File: src/rtl/key_duty_ctrl_pkg.sv
// Shared definitions for the push-button duty controller: duty width and range,
// per-key FSM state encoding and a small helper for deriving counter widths.
package key_duty_ctrl_pkg;

    localparam int DUTY_W   = 10;
    localparam int DUTY_MAX = 1023;

    typedef enum logic [1:0] {
        IDLE   = 2'd0,
        HOLD   = 2'd1,
        REPEAT = 2'd2
    } key_state_t;

    // Largest of three cycle counts; used to size the shared counter width
    function automatic int max3(input int a, input int b, input int c);
        int m;
        m = (a > b) ? a : b;
        return (m > c) ? m : c;
    endfunction

endpackage

File: src/rtl/key_debounce.sv
// Two-flop synchroniser followed by a level debouncer for one active-low key.
// The debounced level only follows the synchronised input after it has
// differed for DEB_CYCLES consecutive cycles; any bounce restarts the count.
module key_debounce
    import key_duty_ctrl_pkg::*;
#(
    parameter int DEB_CYCLES = 50000,
    parameter int CNT_W      = 16
) (
    input  logic clk,
    input  logic rst_n,
    input  logic key_n,
    output logic pressed,
    output logic press_pulse
);

    localparam logic [CNT_W-1:0] DEB_LAST = CNT_W'(DEB_CYCLES - 1);

    logic             sync1_n;
    logic             sync2_n;
    logic             level_n;
    logic [CNT_W-1:0] deb_cnt;

    // Bring the raw key into the clock domain; reset to the released level
    always_ff @(posedge clk or negedge rst_n) begin
        if (!rst_n) begin
            sync1_n <= 1'b1;
            sync2_n <= 1'b1;
        end else begin
            sync1_n <= key_n;
            sync2_n <= sync1_n;
        end
    end

    // Accept a new level after a full run of differing samples; flag press edges
    always_ff @(posedge clk or negedge rst_n) begin
        if (!rst_n) begin
            level_n     <= 1'b1;
            deb_cnt     <= '0;
            press_pulse <= 1'b0;
        end else begin
            press_pulse <= 1'b0;
            if (sync2_n != level_n) begin
                if (deb_cnt == DEB_LAST) begin
                    level_n     <= sync2_n;
                    deb_cnt     <= '0;
                    press_pulse <= ~sync2_n;
                end else begin
                    deb_cnt <= deb_cnt + CNT_W'(1);
                end
            end else begin
                deb_cnt <= '0;
            end
        end
    end

    assign pressed = ~level_n;

endmodule

File: src/rtl/key_duty_ctrl.sv
// Two-key duty controller: each debounced key drives an IDLE/HOLD/REPEAT FSM
// that issues step requests; a saturating accumulator applies them to duty.
// Index 0 is the up key, index 1 the down key.
module key_duty_ctrl
    import key_duty_ctrl_pkg::*;
#(
    parameter int DEB_CYCLES  = 50000,
    parameter int HOLD_CYCLES = 25000000,
    parameter int RPT_CYCLES  = 2500000,
    parameter int STEP        = 8,
    parameter int DUTY_RST    = 1016
) (
    input  logic              clk,
    input  logic              rst_n,
    input  logic              key_up_n,
    input  logic              key_dn_n,
    output logic [DUTY_W-1:0] duty,
    output logic              duty_upd,
    output logic              at_limit
);

    localparam int CNT_W = $clog2(max3(DEB_CYCLES, HOLD_CYCLES, RPT_CYCLES) + 1);
    localparam int SUM_W = DUTY_W + 1;

    localparam logic [CNT_W-1:0]  HOLD_LAST  = CNT_W'(HOLD_CYCLES - 1);
    localparam logic [CNT_W-1:0]  RPT_LAST   = CNT_W'(RPT_CYCLES - 1);
    localparam logic [SUM_W-1:0]  STEP_EXT   = SUM_W'(STEP);
    localparam logic [SUM_W-1:0]  MAX_EXT    = SUM_W'(DUTY_MAX);
    localparam logic [DUTY_W-1:0] DUTY_TOP   = DUTY_W'(DUTY_MAX);
    localparam logic [DUTY_W-1:0] DUTY_INIT  = DUTY_W'(DUTY_RST);
    localparam logic              LIMIT_INIT = (DUTY_RST == 0) || (DUTY_RST == DUTY_MAX);

    // Saturating increment in 11 bits: clamp at DUTY_MAX instead of wrapping
    function automatic logic [DUTY_W-1:0] sat_up(input logic [DUTY_W-1:0] d);
        logic [SUM_W-1:0] s;
        s = {1'b0, d} + STEP_EXT;
        if (s > MAX_EXT) return DUTY_TOP;
        return s[DUTY_W-1:0];
    endfunction

    // Saturating decrement in 11 bits: a borrow into the top bit means below zero
    function automatic logic [DUTY_W-1:0] sat_dn(input logic [DUTY_W-1:0] d);
        logic [SUM_W-1:0] s;
        s = {1'b0, d} - STEP_EXT;
        if (s[SUM_W-1]) return '0;
        return s[DUTY_W-1:0];
    endfunction

    logic [1:0]        key_pressed;
    logic [1:0]        key_pulse;
    logic [1:0]        step_req;
    logic              both_pressed;
    logic              block;
    logic              lock_q;
    key_state_t        state_q [2];
    key_state_t        state_d [2];
    logic [CNT_W-1:0]  cnt_q   [2];
    logic [CNT_W-1:0]  cnt_d   [2];
    logic [DUTY_W-1:0] duty_q;
    logic [DUTY_W-1:0] duty_d;
    logic              upd_d;
    logic              upd_q;
    logic              limit_q;

    key_debounce #(
        .DEB_CYCLES (DEB_CYCLES),
        .CNT_W      (CNT_W)
    ) u_deb_up (
        .clk         (clk),
        .rst_n       (rst_n),
        .key_n       (key_up_n),
        .pressed     (key_pressed[0]),
        .press_pulse (key_pulse[0])
    );

    key_debounce #(
        .DEB_CYCLES (DEB_CYCLES),
        .CNT_W      (CNT_W)
    ) u_deb_dn (
        .clk         (clk),
        .rst_n       (rst_n),
        .key_n       (key_dn_n),
        .pressed     (key_pressed[1]),
        .press_pulse (key_pulse[1])
    );

    // Both keys down blocks stepping until both are seen released again
    assign both_pressed = &key_pressed;
    assign block        = both_pressed | lock_q;

    // Latch the both-pressed condition until every key is released
    always_ff @(posedge clk or negedge rst_n) begin
        if (!rst_n) begin
            lock_q <= 1'b0;
        end else if (both_pressed) begin
            lock_q <= 1'b1;
        end else if (key_pressed == 2'b00) begin
            lock_q <= 1'b0;
        end
    end

    // Per-key FSM state and hold/repeat counters
    always_ff @(posedge clk or negedge rst_n) begin
        if (!rst_n) begin
            for (int k = 0; k < 2; k++) begin
                state_q[k] <= IDLE;
                cnt_q[k]   <= '0;
            end
        end else begin
            for (int k = 0; k < 2; k++) begin
                state_q[k] <= state_d[k];
                cnt_q[k]   <= cnt_d[k];
            end
        end
    end

    // Next-state and step requests: press steps once, hold delay, then periodic repeat
    always_comb begin
        step_req = 2'b00;
        for (int k = 0; k < 2; k++) begin
            state_d[k] = state_q[k];
            cnt_d[k]   = cnt_q[k];
            if (block) begin
                state_d[k] = IDLE;
                cnt_d[k]   = '0;
            end else begin
                case (state_q[k])
                    IDLE: begin
                        if (key_pulse[k]) begin
                            state_d[k]  = HOLD;
                            cnt_d[k]    = '0;
                            step_req[k] = 1'b1;
                        end
                    end
                    HOLD: begin
                        if (!key_pressed[k]) begin
                            state_d[k] = IDLE;
                            cnt_d[k]   = '0;
                        end else if (cnt_q[k] == HOLD_LAST) begin
                            state_d[k]  = REPEAT;
                            cnt_d[k]    = '0;
                            step_req[k] = 1'b1;
                        end else begin
                            cnt_d[k] = cnt_q[k] + CNT_W'(1);
                        end
                    end
                    REPEAT: begin
                        if (!key_pressed[k]) begin
                            state_d[k] = IDLE;
                            cnt_d[k]   = '0;
                        end else if (cnt_q[k] == RPT_LAST) begin
                            cnt_d[k]    = '0;
                            step_req[k] = 1'b1;
                        end else begin
                            cnt_d[k] = cnt_q[k] + CNT_W'(1);
                        end
                    end
                    default: begin
                        state_d[k] = IDLE;
                        cnt_d[k]   = '0;
                    end
                endcase
            end
        end
    end

    // Apply at most one saturating step; an update is flagged only on real change
    always_comb begin
        duty_d = duty_q;
        if (step_req[0]) begin
            duty_d = sat_up(duty_q);
        end else if (step_req[1]) begin
            duty_d = sat_dn(duty_q);
        end
        upd_d = (duty_d != duty_q);
    end

    // Registered duty, update pulse and limit flag, all moving together
    always_ff @(posedge clk or negedge rst_n) begin
        if (!rst_n) begin
            duty_q  <= DUTY_INIT;
            upd_q   <= 1'b0;
            limit_q <= LIMIT_INIT;
        end else begin
            duty_q  <= duty_d;
            upd_q   <= upd_d;
            limit_q <= (duty_d == '0) || (duty_d == DUTY_TOP);
        end
    end

    assign duty     = duty_q;
    assign duty_upd = upd_q;
    assign at_limit = limit_q;

endmodule

File: config.mk
export PLATFORM = sky130hd
export DESIGN_NAME = key_duty_ctrl
export DESIGN_NICKNAME = d
export VERILOG_FILES = /design/src/rtl/key_duty_ctrl_pkg.sv /design/src/rtl/key_debounce.sv /design/src/rtl/key_duty_ctrl.sv
export SDC_FILE = /design/constraint.sdc
export NUM_CORES = 1
export LEC_CHECK = 0
export BUFFER_PORTS_ARGS = -buffer_cell sky130_fd_sc_hd__buf_4
export CAP_MARGIN = 40
export CORE_ASPECT_RATIO = 0.75
export CORE_MARGIN = 4
export CORE_UTILIZATION = 39
export DETAILED_ROUTE_END_ITERATION = 8
export GPL_ROUTABILITY_DRIVEN = 0
export PLACE_DENSITY = 0.53
export SETUP_SLACK_MARGIN = 0.05
export SLEW_MARGIN = 10
export SYNTH_ARGS = -nofsm -noshare
export SYNTH_HDL_FRONTEND = slang
export SYNTH_HIERARCHICAL = 1
export SYNTH_SLANG_ARGS = --single-unit
File: constraint.sdc
create_clock -name clk -period 6.4 [get_ports clk]
set_input_delay 1.28 -clock clk [delete_from_list [all_inputs] [get_ports clk]]
set_output_delay 1.28 -clock clk [all_outputs]
set_load 0.01 [all_outputs]
==> key figures, run 1 <==
Status
  – Status: completed

Die
  – Die height: between 100 and 150 um
  – Initial Utilization: 40.3%
  – Core area: 17900 um2
  – Die area: ~21000 um2
  – # rows: 42
  – Die W: approximately 170 um
  – I/O pin cnt: 16

Cells and area
  – FILL cells: 1683
  – Fraction of layout cells with a size suffix above 1: 13.3%
  – Multi-input gate area: 3870 um2
  – P&R area growth vs syn: 15.1%
  – FF/Latch Area: 3140 um2
  – ANT cells: 0
  – Final non-filler cell total: about 1100
  – Util after Layout: a little under half
  – Fin area: between 8000 and 9000 um2
  – Nets: between 800 and 900

Global routing
  – Gr ovfl total: 0
  – First-pass GRT wire length: 27800 um
  – GR Util All Layers: 16.2%
  – Vias in the first global route: ~5500
  – Initial antenna violation count: 0
  – Largest net degree at the start of global routing: 63

Yosys
  – Most numerous cell in the Yosys netlist: dfrtp_1
  – Synth top area share: 38.9%
  – EDFF count, synth: 0
  – Async set-or-reset flop fraction in the synthesized netlist: 100%
  – Seq/Total Area, Yosys: between 40% and 50%
  – Top_reg_cell synth: dfrtp_1
  – Register bit total from synthesis: 125
  – Avg Cell Area, Syn: 9.18 um2
  – Yosys Warn Count: 6
  – Synth cell count leaders: dfrtp_1, nor2_1, nand2_1
  – Post-synth top area cell: dfrtp_1
  – Synth Cell Area: 7210 um2
  – Synthesized net count: 808
  – Synth unique cells: 75
  – Top post-synthesis cells by area: dfrtp_1, dfstp_2, o21ai_0
  – Mapped Cells: approximately 790

Route
  – Pre-antenna DRT Iters: 5
  – Post-route ant nets: 0
  – Wire per inst: 15.3 um
  – Final WL: ~16000 um
  – Drt initial violations: about 430
  – Vias/cell: 5.55
  – Vias post-DR: between 5000 and 6000
  – DRC Markers: 0

Min path
  – HP Class: flop to flop

Clock network
  – Worst-path clk slew: 0.06 ns
  – H-tree depth: 4
  – Postcts setup bufs: 0
  – Hold-fix buffers at CTS: 0
  – CTS Buf Count: 17
  – Num Clock Sinks: 125
  – Root Driver: clkbuf_16
  – Worst skew pair latency: 0.41 ns
  – CTS tree: done
  – Post-CTS sizing: 0
  – Clk buf depth: 2

Critical path
  – WP data arrival: approximately 3.8 ns
  – Critical Path Max Stage Delay: between 0.5 and 0.6 ns
  – CP startpoint kind: flop
  – Crit-path cells: inv_1, ha_1, nor2_1, nand2_1, nor3b_1, nor2_2, nor2_1, o21ai_0, or4_1, o22ai_2
  – Crit Path Category: flop to flop
  – Worst Path Buf+Inv: 1
  – CP required: 6.73 ns
  – Critical path capture point type: flop
  – Cell family with most CP delay: simple AND/OR/NAND/NOR gates
  – Worst Path Max Fanout: 11
  – CP dominant cell by count: nor2_1
  – Slowest stage cell on the critical path: nor3b_1

Timing
  – Final worst path period share: 54.8%
  – Finish-stage setup viols: 0
  – Unrepaired setup endpoints after global routing: no
  – Tmin final: 3.51 ns
  – Final hold vios: 0
  – Final setup TNS: 0 ns
  – Max-slew violations: 0
  – Relative slew margins: 36.8%
  – Worst-Margin Slew: 0.939 ns
  – Final WS setup: 2.89 ns
  – F_max: 285 MHz
  – Fin Clk Skew: between 0.007 and 0.008 ns

Placed design
  – Placed cell count: 1030
  – Instance area at placement: around 7700 um2
  – Port bufs: 15
  – Dpl hpwl: 11500 um
  – Worst slack, placed: just under 3 ns

Job
  – Max-cap violations: 0

Pwr
  – Static Leak: about 3.3 nW
  – Worst IR drop on VDD: 0.000141 V
  – Pwr dens: 228 nW/um2
## logic make-up (layout without fill, tap and decap cells)
group                      after synthesis  after routing  share of synthesized area [%]
and+or+nand+nor                        379            379                           29.3
adders and majority gates               18             18                           3.12
muxes                                    3              3                          0.468
xor gates and xnor gates                52             52                           6.31
AOI/OAI and AO/OA                      156            156                           14.2
buffers and inverters                   53             87                           2.95
DFF                                    125            125                           43.6
## final timing paths
| check | from | to | slack (ns) | cells past startpoint |
|---|---|---|---|---|
| max | u_deb_dn/level_n | at_limit | 2.89 | 10 |
| min | u_deb_dn/sync1_n | u_deb_dn/sync2_n | 0.38 | 0 |
| max reg2reg | u_deb_dn/level_n | at_limit | 2.89 | 10 |
| min reg2reg | u_deb_dn/sync1_n | u_deb_dn/sync2_n | 0.38 | 0 |
| max in group asynchronous | rst_n | duty[9] | 4.38 | 3 |
| min in group asynchronous | rst_n | u_deb_up/deb_cnt[9] | 0.88 | 1 |
## cell type report
type / instances / area share (%)
multi-input cells: 608 / 46.6
clock buffers: 18 / 5.17
well taps: 242 / 3.65
repair buffers: 24 / 2.65
inverters: 31 / 1.40
clock inverters: 14 / 2.59
flip-flops and latches: 125 / 37.9
## flip-flops by register name, summed over array words and instances (netlist names), 4 cells and up
name / count
u_deb_up/deb_cnt: 25
duty: 10
state_q: 4
cnt_q: 50
u_deb_dn/deb_cnt: 25
## metal layers
metal / track usage (%) / vias up / part of all wire, %
met3: 3.63 / 15 / 4.3
li1: - / 2917 / -
met2: 22.4 / 124 / 42
met4: 4.45 / 0 / 1.1
met1: 25.3 / 2842 / 53
met5: 0 / - / 0
## through the flow
| stage | hold WS (ns) | total power, mW |
|---|---|---|
| detailed placement | 0.366 | 0.850 |
| global placement | 0.368 | 0.846 |
| global route | 0.385 | 1.96 |
| finish | 0.377 | 1.89 |
| CTS | 0.379 | 1.92 |
| floorplan | 0.345 | 0.824 |
## cells in the final DEF (no fill, tap or decap), types with 22 or more instances in the layout
master	Yosys	final
or3_1	22	22
nand4_1	31	31
nand2_1	67	67
inv_1	31	31
xnor2_1	26	26
a21oi_1	29	29
nand3_1	43	43
buf_4	1	22
xor2_1	26	26
dfrtp_1	112	112
o21ai_0	65	65
nor2_1	85	85
## power breakdown
group          switching, mW  internal (mW)
Sequential           0.00550          0.796
Combinational         0.0238        0.00847
Clock                  0.363          0.692
Note: power is estimated with default switching activity, not from simulation.
==> run 2, diff against run 1 <==
--- a/config.mk
+++ b/config.mk
@@ -5,6 +5,7 @@
 export SDC_FILE = /design/constraint.sdc
 export NUM_CORES = 1
 export LEC_CHECK = 0
+export ABC_AREA = 1
 export BUFFER_PORTS_ARGS = -buffer_cell sky130_fd_sc_hd__buf_4
 export CAP_MARGIN = 40
 export CORE_ASPECT_RATIO = 0.75
@@ -12,7 +13,7 @@
 export CORE_UTILIZATION = 39
 export DETAILED_ROUTE_END_ITERATION = 8
 export GPL_ROUTABILITY_DRIVEN = 0
-export PLACE_DENSITY = 0.53
+export PLACE_DENSITY = 0.55
 export SETUP_SLACK_MARGIN = 0.05
 export SLEW_MARGIN = 10
 export SYNTH_ARGS = -nofsm -noshare
==> constraint.sdc (replaced) <==
create_clock -name clk -period 3.01 [get_ports clk]
set_input_delay 0.602 -clock clk [delete_from_list [all_inputs] [get_ports clk]]
set_output_delay 0.602 -clock clk [all_outputs]
set_load 0.01 [all_outputs]
==> run 2 against run 1 <==
  * Core utilization is 1.7 points lower
  * Critical path depth is 3 higher
  * Flip-flop and latch count stayed put
  * Clock skew is 0.00068 ns higher
  * Critical path type unchanged
  * Critical endpoint is now duty_upd
  * Largest cell class unchanged
  * Highest routed layer unchanged
==> key figures, run 2 <==
Cells and area
  – Biggest register: cnt_q (unchanged)
  – Fin area: 9460 um2 (was 8300 um2)
  – Biggest regs: cnt_q x50, u_deb_dn/deb_cnt x25, u_deb_up/deb_cnt x25 (unchanged)
  – P&R area growth vs syn: 12.2% (was 15.1%)
  – Fraction of layout cells with a size suffix above 1: 12.2% (was 13.3%)
  – Most common cell after layout, fill and taps aside: nand2_1 (was dfrtp_1)
  – Max reg flops: 50 (unchanged)
  – Nets: 1258 (was 829)
  – Most frequent cells in the layout: nand2_1, nor2_1, inv_1, dfrtp_1, nand3_1 (was dfrtp_1, nor2_1, nand2_1, o21ai_0, nand3_1)
  – ANT cells: 0 (unchanged)

Clock network
  – Postcts setup bufs: 0 (unchanged)
  – Worst skew pair latency: 0.43 ns (was 0.41 ns)
  – CTS Buf Count: 17 (unchanged)
  – Worst-path clk slew: 0.06 ns (about the same)
  – H-tree depth: 4 (unchanged)
  – Clk buf depth: 2 (unchanged)
  – CTS tree: done (unchanged)
  – Num Clock Sinks: 125 (unchanged)
  – Hold-fix buffers at CTS: 0 (unchanged)
  – Post-CTS sizing: 0 (unchanged)
  – Root Driver: clkbuf_16 (unchanged)

Yosys
  – Synth cell count leaders: nand2_1, nor2_1, inv_1 (was dfrtp_1, nor2_1, nand2_1)
  – Register bit total from synthesis: 125 (unchanged)
  – Yosys Warn Count: 6 (unchanged)
  – Most numerous cell in the Yosys netlist: nand2_1 (was dfrtp_1)
  – Synth unique cells: 50 (was 75)
  – Avg Cell Area, Syn: 6.98 um2 (was 9.18 um2)
  – Synth top area share: 33.2% (was 38.9%)
  – Top_reg_cell synth: dfrtp_1 (unchanged)
  – Top post-synthesis cells by area: dfrtp_1, nand2_1, nor2_1 (was dfrtp_1, dfstp_2, o21ai_0)
  – Mapped Cells: 1208 (was 786)
  – Seq/Total Area, Yosys: 37.3% (was 43.6%)
  – Synthesized net count: 1230 (was 808)
  – Synth Cell Area: 8430 um2 (was 7210 um2)
  – EDFF count, synth: 0 (unchanged)
  – Async set-or-reset flop fraction in the synthesized netlist: 100% (unchanged)
  – Post-synth top area cell: dfrtp_1 (unchanged)

Critical path
  – Slowest stage cell on the critical path: dfstp_2 (was nor3b_1)
  – Critical path capture point type: flop (unchanged)
  – CP required: 3.31 ns (was 6.73 ns)
  – R2R Setup Slk: 0.44 ns (was 2.89 ns)
  – Worst Path Buf+Inv: 0 (was 1)
  – FF-to-FF End: duty_upd (was at_limit)
  – WP data arrival: 2.87 ns (was 3.84 ns)
  – Crit-path cells: ha_1, xor2_1, nand3_1, nor3_1, nand2_1, nand2_1, nand2_4, nand2_1, nand2_2, nand2_2, o21ai_1, nor2_1, nand2_1 (was inv_1, ha_1, nor2_1, nand2_1, nor3b_1, nor2_2, nor2_1, o21ai_0, or4_1, o22ai_2)
  – Worst Path Max Fanout: 9 (was 11)
  – Reg2reg start: duty[3] (was u_deb_dn/level_n)
  – Crit Path Category: flop to flop (unchanged)
  – Worst reg2reg path depth: 13 (was 10)
  – CP startpoint kind: flop (unchanged)
  – Critical Path Max Stage Delay: 0.64 ns (was 0.57 ns)
  – Cell family with most CP delay: simple AND/OR/NAND/NOR gates (unchanged)
  – CP dominant cell by count: nand2_1 (was nor2_1)
  – Instance count on the critical path: 13 (was 10)

Global routing
  – Vias in the first global route: 6787 (was 5498)
  – First-pass GRT wire length: 34800 um (was 27800 um)
  – Met2 Resource Use GR: 24.5% (was 22.4%)
  – Met3 GRT Util: 3.32% (was 3.63%)
  – Initial antenna violation count: 0 (unchanged)
  – Most Used Layer, Global Route: met1 (unchanged)
  – Largest net degree at the start of global routing: 55 (was 63)
  – GR Util All Layers: 17.9% (was 16.2%)
  – Gr ovfl total: 0 (unchanged)
  – Met1 GRT Util: 28.4% (was 25.3%)

Timing
  – Relative slew margins: 57.3% (was 36.8%)
  – Unrepaired setup endpoints after global routing: no (unchanged)
  – Fin Clk Skew: 0.00812 ns (was 0.00744 ns)
  – Finish-stage setup viols: 0 (unchanged)
  – Worst-Margin Slew: 0.639 ns (was 0.939 ns)
  – Max-slew violations: 0 (unchanged)
  – Final hold vios: 0 (unchanged)
  – Final setup TNS: 0 ns (unchanged)
  – Final worst path period share: 85.5% (was 54.8%)
  – Final WS setup: 0.436 ns (was 2.89 ns)
  – Tmin final: 2.57 ns (was 3.51 ns)
  – F_max: 389 MHz (was 285 MHz)

Route
  – Wire per inst: 13.3 um (was 15.3 um)
  – Drt initial violations: 535 (was 428)
  – Post-route ant nets: 0 (unchanged)
  – Vias post-DR: 7414 (was 5898)
  – Vias/cell: 4.82 (was 5.55)
  – DRC Markers: 0 (unchanged)
  – Pre-antenna DRT Iters: 5 (unchanged)
  – Final WL: 20400 um (was 16200 um)

Min path
  – HP Class: input pin to async pin (was flop to flop)

Pwr
  – Static Leak: 4.27 nW (was 3.30 nW)
  – Worst IR drop on VDD: 0.000380 V (was 0.000141 V)
  – Pwr dens: 396 nW/um2 (was 228 nW/um2)
  – Total Power: 3.75 mW (was 1.89 mW)

Die
  – # rows: 46 (was 42)
  – Die area: 24100 um2 (was 20800 um2)
  – Die height: 135 um (was 126 um)
  – Initial Utilization: 39.8% (was 40.3%)
  – I/O pin cnt: 16 (unchanged)
  – Core area: 21200 um2 (was 17900 um2)
  – Die W: 178 um (was 165 um)

Placed design
  – Instance area at placement: 8900 um2 (was 7650 um2)
  – Port bufs: 15 (unchanged)
  – Dpl hpwl: 15000 um (was 11500 um)
  – Worst slack, placed: 0.515 ns (was 2.97 ns)

Status
  – Status: completed (unchanged)

Job
  – Max-cap violations: 0 (unchanged)
[run 2: cell types whose count changed after synthesis, sizes merged, moves of 12 or more]
cell	before	now
or3	23	0
nor4	19	3
inv	31	163
nor3	9	31
nor2	86	261
xor2	26	40
nand2	67	336
o21ai	69	32
o22ai	1	13
and3	19	0
xnor2	26	1
nand4	33	19
nand3	46	95
[run 2: cells by family after synthesis]
family / synth area share (%)
compound gates: 6.06
xor+xnor: 4.26
fa+ha+maj: 2.67
buf+inv: 8.39
flops: 37.3
mux: 0.134
simple gates: 41.2
[run 2: how the worst max path moves through the flow]
| stage | to | startpoint |
|---|---|---|
| after floorplan | duty_upd | u_deb_up/level_n |
| after global placement | at_limit | duty[3] |
| after detailed placement | duty_upd | u_deb_up/level_n |
| after CTS | duty_upd | u_deb_up/level_n |
| after global routing | at_limit | duty[3] |
| final | duty_upd | duty[3] |
[run 2: area by class of cell]
type	instances	area, um2
clock buffers	18	439
clock inverters	14	120
fillers	2220	11700
inverters	165	619
multi-input cells	903	4580
flip-flops and latches	125	3140
well taps	288	360
repair buffers	24	196
[run 2: metal layers]
metal  up-vias  routed length (um)  share of wire (%)
li1       3864                   -                  -
met1      3401               11300                 55
met2       134                7980                 39
met3        15                 965                4.7
met4         0                 206                1.0
met5         -                   0                  0
[run 2: report_power, final]
part	total [mW]	internal [mW]	switching [mW]
Sequential	1.70	1.69	0.00818
Clock	1.97	1.15	0.821
Combinational	0.0717	0.0142	0.0575
[run 2: worst reg2reg max path, stage by stage, from the launching register on]
cell and delay (ns):
dfstp_2 0.64, ha_1 0.25, xor2_1 0.33, nand3_1 0.11
nor3_1 0.23, nand2_1 0.08, nand2_1 0.10, nand2_4 0.10
nand2_1 0.09, nand2_2 0.06, nand2_2 0.11, o21ai_1 0.06
nor2_1 0.19, nand2_1 0.10
[run 2: stage by stage]
stage / util [%] / std cells / hold slack, ns
after floorplan: - / 1208 / 0.306
after global placement: 42.0 / 1505 / 0.348
after detailed placement: 42.0 / 1505 / 0.350
after CTS: 44.7 / 1537 / 0.139
after global routing: 44.7 / 1537 / 0.178
final: 44.7 / 1537 / 0.140
==> run 3, diff against run 2 <==
--- a/config.mk
+++ b/config.mk
@@ -11,6 +11,7 @@
 export CORE_ASPECT_RATIO = 0.75
 export CORE_MARGIN = 4
 export CORE_UTILIZATION = 39
+export CTS_BUF_LIST = sky130_fd_sc_hd__clkbuf_4 sky130_fd_sc_hd__clkbuf_8
 export DETAILED_ROUTE_END_ITERATION = 8
 export GPL_ROUTABILITY_DRIVEN = 0
 export PLACE_DENSITY = 0.55
==> run 3 against run 2 <==
  * Non-clock buffer count unchanged
  * Count of clock-buffer cells in the layout unchanged
  * First-iteration DRC count up 9.3%
  * Critical path depth unchanged
  * Cell area down 2.0%
  * Final cell count unchanged
  * Via count up 0.18%
  * Worst hold slack worse by 0.032 ns
  * Total power down 15%
  * Clock skew up 0.0049 ns
  * Largest cell class unchanged
  * Largest power group is now sequential cells
  * Highest routed layer unchanged
==> key figures, run 3 (same netlist as run 2, synthesis figures left out) <==
Timing
  – Unrepaired setup endpoints after global routing: no (unchanged)
  – Final hold vios: 0 (unchanged)
  – Relative slew margins: 58.4% (was 57.3%)
  – Final WS setup: 0.429 ns (was 0.436 ns)
  – Worst-Margin Slew: 0.624 ns (was 0.639 ns)
  – Max-slew violations: 0 (unchanged)
  – Tmin final: 2.58 ns (was 2.57 ns)
  – Final setup TNS: 0 ns (unchanged)
  – Finish-stage setup viols: 0 (unchanged)
  – F_max: 388 MHz (was 389 MHz)
  – Final worst path period share: 85.7% (was 85.5%)
  – Fin Clk Skew: 0.0130 ns (was 0.00812 ns)

Die
  – # rows: 46 (unchanged)
  – Die height: 135 um (unchanged)
  – I/O pin cnt: 16 (unchanged)
  – Die area: 24100 um2 (unchanged)
  – Initial Utilization: 39.8% (unchanged)
  – Core area: 21200 um2 (unchanged)
  – Die W: 178 um (unchanged)

Global routing
  – Gr ovfl total: 0 (unchanged)
  – Initial antenna violation count: 0 (unchanged)
  – Vias in the first global route: 6760 (was 6787)
  – Largest net degree at the start of global routing: 55 (unchanged)
  – First-pass GRT wire length: 34500 um (was 34800 um)
  – GR Util All Layers: 17.7% (was 17.9%)

Cells and area
  – Most frequent cells in the layout: nand2_1, nor2_1, inv_1, dfrtp_1, nand3_1 (unchanged)
  – Max reg flops: 50 (unchanged)
  – Fin area: 9270 um2 (was 9460 um2)
  – Nets: 1258 (unchanged)
  – Fraction of layout cells with a size suffix above 1: 12.2% (unchanged)
  – Biggest register: cnt_q (unchanged)
  – Biggest regs: cnt_q x50, u_deb_dn/deb_cnt x25, u_deb_up/deb_cnt x25 (unchanged)
  – P&R area growth vs syn: 9.93% (was 12.2%)
  – ANT cells: 0 (unchanged)
  – Util after Layout: 43.8% (was 44.7%)
  – Most common cell after layout, fill and taps aside: nand2_1 (unchanged)

Route
  – Vias post-DR: 7427 (was 7414)
  – Vias/cell: 4.83 (was 4.82)
  – Pre-antenna DRT Iters: 5 (unchanged)
  – Post-route ant nets: 0 (unchanged)
  – Wire per inst: 13.1 um (was 13.3 um)
  – Drt initial violations: 585 (was 535)
  – Final WL: 20200 um (was 20400 um)
  – DRC Markers: 0 (unchanged)

Status
  – Status: completed (unchanged)

Pwr
  – Logic gate share of total power: 2.2% (was 1.9%)
  – P_sw: 0.811 mW (was 0.886 mW)
  – Clock Power Share: 44.5% (was 52.7%)
  – Static Leak: 4.18 nW (was 4.27 nW)
  – Total Power: 3.19 mW (was 3.75 mW)
  – Pwr dens: 344 nW/um2 (was 396 nW/um2)
  – Sequential power share: 53.3% (was 45.4%)
  – Worst IR drop on VDD: 0.000202 V (was 0.000380 V)
  – Int Power: 2.38 mW (was 2.86 mW)
  – Switching part of the total: 25.4% (was 23.7%)

Critical path
  – Worst reg2reg path depth: 13 (unchanged)
  – Crit-path cells: ha_1, xor2_1, nand3_1, nor3_1, nand2_1, nand2_1, nand2_4, nand2_1, nand2_2, nand2_2, o21ai_1, nor2_1, nand2_1 (unchanged)
  – CP required: 3.33 ns (was 3.31 ns)
  – CP startpoint kind: flop (unchanged)
  – CP dominant cell by count: nand2_1 (unchanged)
  – WP data arrival: 2.91 ns (was 2.87 ns)
  – Reg2reg start: duty[3] (unchanged)
  – R2R Setup Slk: 0.43 ns (was 0.44 ns)
  – Slowest stage cell on the critical path: dfstp_2 (unchanged)
  – Crit Path Category: flop to flop (unchanged)
  – Critical path capture point type: flop (unchanged)
  – Critical Path Max Stage Delay: 0.65 ns (was 0.64 ns)
  – Worst Path Max Fanout: 9 (unchanged)
  – FF-to-FF End: duty_upd (unchanged)

Job
  – Max-cap violations: 0 (unchanged)

Clock network
  – H-tree depth: 4 (unchanged)
  – Root Driver: clkbuf_8 (was clkbuf_16)
  – Worst-path clk slew: 0.08 ns (was 0.06 ns)
  – Worst skew pair latency: 0.45 ns (was 0.43 ns)
  – CTS Buf Count: 17 (unchanged)
  – Post-CTS sizing: 0 (unchanged)
  – Clk buf depth: 2 (unchanged)
  – Hold-fix buffers at CTS: 0 (unchanged)
  – CTS tree: done (unchanged)
  – Postcts setup bufs: 0 (unchanged)
  – Num Clock Sinks: 125 (unchanged)

Placed design
  – Instance area at placement: 8900 um2 (unchanged)
  – Worst slack, placed: 0.515 ns (unchanged)
  – Dpl hpwl: 15000 um (unchanged)
  – Port bufs: 15 (unchanged)

Min path
  – HP Class: input pin to async pin (unchanged)
==> run 3: cell count changes in the layout (fill, tap and decap cells not counted) <==
cell	delta
clkbuf_16	-17
clkbuf_8	+17
==> run 3: worst max path at each step <==
stage	start	to	slack (ns)	cells after the start
4_1_cts	u_deb_up/level_n	duty_upd	0.49	13
5_1_grt	duty[3]	at_limit	0.19	14
3_5_place_dp	u_deb_up/level_n	duty_upd	0.51	13
2_1_floorplan	u_deb_up/level_n	duty_upd	0.77	13
6_report	duty[3]	duty_upd	0.43	13
3_3_place_gp	duty[3]	at_limit	0.52	14
==> run 3: worst max-delay path: cells and delay by family (launching register included) <==
kind,cells,cell delay [ns]
fa+ha+maj,1,0.24
compound gates,1,0.06
flops,1,0.65
xor+xnor,1,0.33
simple gates,10,1.17
==> run 3: per-layer routing <==
layer  vias up  routed length (um)  global-route usage (%)
met3        13                 999                    3.74
li1       3853                   -                       -
met4         0                 152                    3.48
met1      3407               11200                    28.5
met2       154                7820                    24.1
met5         -                   0                       0
==> run 3: per-stage QoR <==
stage	instances	hold WS, ns
detailed placement	1505	0.350
finish	1537	0.109
floorplan	1208	0.306
global placement	1505	0.348
global route	1537	0.131
CTS	1537	0.0992
==> run 3: layout make-up <==
cell class,instances,area (um2)
multi-input cells,903,4580
fillers,2243,11900
inverters,165,619
well taps,288,360
flip-flops and latches,125,3140
clock inverters,14,120
clock buffers,18,248
repair buffers,24,196
==> run 3: power groups by stage <==
stage	Sequential [mW]	Combinational, mW	Clock (mW)
2_1_floorplan	1.73	0.0245	0
3_5_place_dp	1.73	0.0761	0
6_report	1.70	0.0716	1.42
3_3_place_gp	1.73	0.0757	0
4_1_cts	1.70	0.0759	1.47
5_1_grt	1.70	0.0848	1.55
